--- src/rtl/tdm_demux16_pkg.sv ---
// tdm_demux16_pkg: shared constants and FSM encoding for the 1-to-16 TDM demultiplexer.
// Latency: n/a (declarations only).
// Backpressure: n/a.
package tdm_demux16_pkg;

    localparam int NCH = 16;    // channels (slots) per frame, power of two
    localparam int SW  = 4;     // slot index width, log2(NCH)

    // HUNT: waiting for frame_sync; RUN: aligned and filling slots
    typedef enum logic {
        HUNT = 1'b0,
        RUN  = 1'b1
    } state_t;

endpackage

--- src/rtl/tdm_demux16_slot_counter.sv ---
// tdm_slot_counter: modulo-NCH slot index with enable, load-to-1 and clear.
// Latency: slot updates on the edge that sees the control input.
// Backpressure: none; the counter only moves when en/load1/clr is asserted.
// Ports: clk, rst (sync, active-high), clr (force 0), load1 (slot-0 beat, next slot is 1),
//        en (advance by one), slot (current index), last (slot == NCH-1).
module tdm_slot_counter
    import tdm_demux16_pkg::*;
#(
    parameter int P_NCH = NCH,
    parameter int P_SW  = SW
) (
    input  logic            clk,
    input  logic            rst,
    input  logic            clr,
    input  logic            load1,
    input  logic            en,
    output logic [P_SW-1:0] slot,
    output logic            last
);

    always_ff @(posedge clk) begin
        if (rst || clr) begin
            slot <= '0;
        end else if (load1) begin
            slot <= P_SW'(1);
        end else if (en) begin
            // natural P_SW-bit wrap gives modulo-NCH arithmetic
            slot <= slot + P_SW'(1);
        end
    end

    assign last = (slot == P_SW'(P_NCH - 1));

endmodule

--- src/rtl/tdm_demux16.sv ---
// tdm_demux16: 1-to-16 TDM demultiplexer, steers one serial bit per slot into a parallel word.
// Latency: Out/out_valid visible 1 clock after the edge accepting the last slot of a frame.
// Backpressure: none; din_valid low simply stalls everything (state, slot, shadow, Out hold).
// Ports: clk, rst (sync, active-high), din/din_valid/frame_sync (serial input, frame_sync marks
//        slot 0), Out/out_valid (last complete frame + update pulse), slot (next slot to fill),
//        locked (in RUN), sync_err (alignment violation pulse).
module tdm_demux16
    import tdm_demux16_pkg::*;
#(
    parameter int P_NCH = NCH,
    parameter int P_SW  = SW
) (
    input  logic             clk,
    input  logic             rst,
    input  logic             din,
    input  logic             din_valid,
    input  logic             frame_sync,
    output logic [P_NCH-1:0] Out,
    output logic             out_valid,
    output logic [P_SW-1:0]  slot,
    output logic             locked,
    output logic             sync_err
);

    state_t           state;
    state_t           state_nxt;
    logic [P_NCH-1:0] shadow;
    logic             last;

    logic cnt_clr;
    logic cnt_load1;
    logic cnt_en;
    logic sh_load0;     // start a new frame: clear shadow, write slot 0
    logic sh_wr;        // write din into shadow[slot]
    logic frame_done;   // this beat completes a frame
    logic err;          // this beat violates frame alignment

    tdm_slot_counter #(
        .P_NCH (P_NCH),
        .P_SW  (P_SW)
    ) u_slot_counter (
        .clk   (clk),
        .rst   (rst),
        .clr   (cnt_clr),
        .load1 (cnt_load1),
        .en    (cnt_en),
        .slot  (slot),
        .last  (last)
    );

    always_ff @(posedge clk) begin
        if (rst) begin
            state <= HUNT;
        end else begin
            state <= state_nxt;
        end
    end

    always_comb begin
        state_nxt  = state;
        cnt_clr    = 1'b0;
        cnt_load1  = 1'b0;
        cnt_en     = 1'b0;
        sh_load0   = 1'b0;
        sh_wr      = 1'b0;
        frame_done = 1'b0;
        err        = 1'b0;
        if (din_valid) begin
            case (state)
                HUNT: begin
                    // non-sync beats are discarded silently while hunting
                    if (frame_sync) begin
                        cnt_load1 = 1'b1;
                        sh_load0  = 1'b1;
                        state_nxt = RUN;
                    end
                end
                RUN: begin
                    if (frame_sync) begin
                        // sync at slot 0 is normal; anywhere else is an early sync that
                        // drops the partial frame and restarts alignment on this beat
                        cnt_load1 = 1'b1;
                        sh_load0  = 1'b1;
                        err       = (slot != '0);
                    end else if (slot == '0) begin
                        // missing sync: alignment lost, bit discarded
                        err       = 1'b1;
                        cnt_clr   = 1'b1;
                        state_nxt = HUNT;
                    end else begin
                        cnt_en     = 1'b1;
                        sh_wr      = 1'b1;
                        frame_done = last;
                    end
                end
                default: state_nxt = HUNT;
            endcase
        end
    end

    always_ff @(posedge clk) begin
        if (rst) begin
            shadow <= '0;
        end else if (sh_load0) begin
            shadow <= {{(P_NCH-1){1'b0}}, din};
        end else if (sh_wr) begin
            shadow[slot] <= din;
        end
    end

    always_ff @(posedge clk) begin
        if (rst) begin
            Out       <= '0;
            out_valid <= 1'b0;
            sync_err  <= 1'b0;
        end else begin
            out_valid <= frame_done;
            sync_err  <= err;
            // the last bit bypasses the shadow so the word is ready one clock after it
            if (frame_done) begin
                Out <= {din, shadow[P_NCH-2:0]};
            end
        end
    end

    assign locked = (state == RUN);

endmodule
--- config.mk ---
export PLATFORM = sky130hd
export DESIGN_NAME = tdm_demux16
export DESIGN_NICKNAME = d
export VERILOG_FILES = /design/src/rtl/tdm_demux16_pkg.sv /design/src/rtl/tdm_demux16_slot_counter.sv /design/src/rtl/tdm_demux16.sv
export SDC_FILE = /design/constraint.sdc
export NUM_CORES = 1
export LEC_CHECK = 0
export ABC_CLOCK_PERIOD_IN_PS = 5100
export CAP_MARGIN = 20
export CORE_AREA = 2 2 62 58
export CTS_CLUSTER_DIAMETER = 50
export DETAILED_ROUTE_END_ITERATION = 10
export DIE_AREA = 0 0 64 60
export GPL_TIMING_DRIVEN = 0
export MAX_ROUTING_LAYER = met4
export PLACE_DENSITY = 0.81
export SLEW_MARGIN = 10
export SYNTH_ARGS = -nofsm -noshare
export SYNTH_HDL_FRONTEND = slang
export SYNTH_SLANG_ARGS = --single-unit
--- constraint.sdc ---
create_clock -name clk -period 5.1 [get_ports clk]
set_input_delay 1.275 -clock clk [delete_from_list [all_inputs] [get_ports clk]]
set_output_delay 1.275 -clock clk [all_outputs]
set_load 0.05 [all_outputs]
==> impl_metrics.csv <==
group,metric,value,unit
route,post_drt_via_cell_ratio,5.798,
floorplanning,design.die.area,3840,sq um
setup_path,cp_slowest_cell,"clkdlybuf4s50_1",
setup_path,path_buf_inv,1,
route,wire_per_inst,14.39,microns
setup_path,start_kind,"register",
clock_tree,clock_latency,0.34,ns
logic_synthesis,ys_seq_elements,38,
sta,hold_viol,0,
clock_tree,cts_tree,"done",
sta,setup_tns,0,ns
logic_synthesis,syn_avg_cell_area,9.628,sq um
finish,fin_cells,253,
sta,timing.fmax,347.5,MHz
clock_tree,clock_path_buffers,2,
power,p_sw_share,24.75,%
logic_synthesis,syn_inst,174,
sta,final-setup-viol-count,0,
floorplanning,io_pins,28,
logic_synthesis,seq_area_frac_synth,45.41,%
clock_tree,cts_hold_buf,0,
setup_path,critPathCaptureType,"output port",
logic_synthesis,synthesis.area,1675,sq um
clock_tree,cts-htree-levels,2,
global_routing,grt_usage,22.01,%
floorplanning,core,3228,sq um
global_routing,overflow,0,
clock_tree,ctsResizeCount,0,
sta,fin_crit,2.878,ns
job,maxCapViolCount,0,
logic_synthesis,ys_types,39,
clock_tree,root_buffer,"clkbuf_4",
min_path,hold_start,"shadow[10]$_SDFFE_PP0P_",
logic_synthesis,syn_nets,184,
floorplanning,die_w,64,microns
min_path,hold_depth,2,
sta,tightest_slew,0.5053,ns
floorplanning,start_util,51.90,%
power,vdd.ir_drop.worst,0.0001591,V
setup_path,critPathRequiredTime,3.83,ns
route,drt_wl_total,3640,microns
setup_path,path_depth,1,
setup_path,worstSetupPathType,"register to output port",
clock_tree,cts_buffers,5,
place,numPortBuffers,27,
route,drt_iter0_drc,82,
floorplanning,row_count,20,
logic_synthesis,synth-warning-count,0,
floorplanning,die_h,60,microns
setup_path,path_cells,"clkdlybuf4s50_1",
sta,rsz0062_at_grt,"no",
setup_path,crit_start,"u_slot_counter.slot[3]$_SDFFE_PP0P_",
power,internal-power,0.3779,mW
setup_path,max_stage_delay,0.84,ns
sta,relSlewSlack,66.21,%
sta,fin_skew,0.007158,ns
setup_path,r2r_start,"u_slot_counter.slot[0]$_SDFFE_PP0P_",
route,dr.pass1.iters,4,
global_routing,grt_first_pass_wirelength,6341,microns
sta,hold_slack,0.4745,ns
place,dpl.hpwl,2790,microns
global_routing,antenna_found_initial,0,
route,drc,0,
setup_path,reg2reg_depth,7,
global_routing,grt_max_degree,13,
route,drtAntennaViolNets,0,
setup_path,arrival,1.60,ns
finish,area_growth,23.23,%
route,vias,1467,
min_path,min_path_type,"register to register",
sta,maxSlewViolCount,0,
run_status,run_status,"completed",
finish,antenna_cells,0,
power,power.density,243.3,nW/um^2
place,dp_cells,245,
place,finalWeightedCongestion,0.8257,
power,p_sw,0.1243,mW
setup_path,path_max_fanout,6,
power,clockPowerShare,32.7,%
clock_tree,path_clk_slew,0.11,ns
power,p_seq_share,59.6,%
power,pwr-share-comb,7.7,%
finish,final_layout_size_suffix_gt1_share,14.35,%
clock_tree,cts.sinks,38,
finish,nNetsFinal,218,
setup_path,critPathTopFamily,"buffers and inverters",
sta,fin_crit_sh,56.42,%
clock_tree,cts_setup_buffers,0,
power,p_leak,0.7034,nW
global_routing,grt_pass1_vias,1376,
worst paths after layout:
check	end	slack, ns
setup / recovery	slot[3]	2.22
hold / removal	Out[10]$_SDFFE_PP0P_	0.47
setup reg to reg	shadow[8]$_SDFFE_PP0P_	2.86
hold reg to reg	Out[10]$_SDFFE_PP0P_	0.47
flip-flops by register name, indices dropped and copies added, names as in the netlist:
register             flops
locked                   1
Out                     16
u_slot_counter.slot      4
out_valid                1
shadow                  15
sync_err                 1
metrics by stage:
stage	worst slack [ns]	utilization (%)	cell area, sq um	total power, mW
final	2.222	63.95	2064	0.5022
after global routing	2.140	63.95	2064	0.5241
after CTS	2.199	63.95	2064	0.5062
after detailed placement	1.935	61.98	2001	0.3445
after global placement	2.011	61.98	2001	0.3432
after floorplan	2.727	-	1675	0.3320
per-layer routing:
layer	part of all wire (%)	wire length [microns]	track usage, %
met2	46	1683	33.63
met4	2.1	78	8.696
met5	0	0	-
met3	5.4	195	5.838
met1	46	1682	27.98
synthesized netlist by cell type, drive strengths merged:
cell | count | share of area [%]
dfxtp | 38 | 45
a21oi | 20 | 6.9
nand3 | 20 | 6.7
o21ai | 19 | 5.9
o211ai | 11 | 4.9
o31ai | 11 | 4.9
buf | 10 | 4.2
clkbuf | 6 | 1.4
ha | 5 | 3.7
inv | 4 | 0.90
nand2 | 4 | 1.0
nand4 | 4 | 3.7
nor2 | 3 | 0.67
o311ai | 3 | 1.6
o41ai | 3 | 1.6
nand2b | 2 | 0.75
a211oi | 1 | 0.45
and3 | 1 | 0.37
and3b | 1 | 0.60
and4b | 1 | 0.67
mux2i | 1 | 0.60
nand3b | 1 | 0.67
nor3 | 1 | 0.30
or3 | 1 | 0.37
or3b | 1 | 0.67
xnor2 | 1 | 0.52
xor2 | 1 | 0.52
power groups by stage:
stage	clock, mW	sequential [mW]	combinational, mW
2_1_floorplan	0	0.310	0.0216
3_3_place_gp	0	0.306	0.0370
3_5_place_dp	0	0.306	0.0383
4_1_cts	0.168	0.300	0.0385
5_1_grt	0.183	0.300	0.0417
6_report	0.164	0.299	0.0385
placed cells by master, fill, tap and decap left out, types with 2 or more instances in the layout:
| cell type | count |
|---|---|
| nand3_1 | 19 |
| o21ai_0 | 18 |
| o211ai_1 | 11 |
| o31ai_1 | 11 |
| o41ai_1 | 3 |
| buf_6 | 3 |
| nand2_1 | 3 |
| nand2b_1 | 2 |
| nand4_4 | 2 |
| dfxtp_1 | 38 |
| ha_1 | 5 |
| clkbuf_1 | 5 |
| clkdlybuf4s50_1 | 27 |
| clkbuf_4 | 5 |
| o311ai_0 | 2 |
| a21oi_1 | 18 |
| nor2_1 | 3 |
| buf_2 | 5 |
| inv_1 | 4 |
cell type report:
class | instances | area (sq um)
fillers | 264 | 1164
flip-flops and latches | 38 | 760.7
multi-input cells | 116 | 805.8
clock inverters | 2 | 12.51
plain buffers | 16 | 93.84
inverters | 4 | 15.01
clock buffers | 6 | 51.30
repair buffers | 27 | 270.3
well taps | 44 | 55.05
logic make-up (layout without fill, tap and decap cells):
group | Yosys count | in the layout | share of synthesized area (%)
mux | 1 | 1 | 0.5975
xor+xnor | 2 | 2 | 1.046
buf+inv | 20 | 55 | 6.497
fa+ha+maj | 5 | 5 | 3.734
compound gates | 68 | 68 | 26.22
flops | 38 | 38 | 45.41
simple gates | 40 | 40 | 16.51
(Power assumes the default switching activity.)
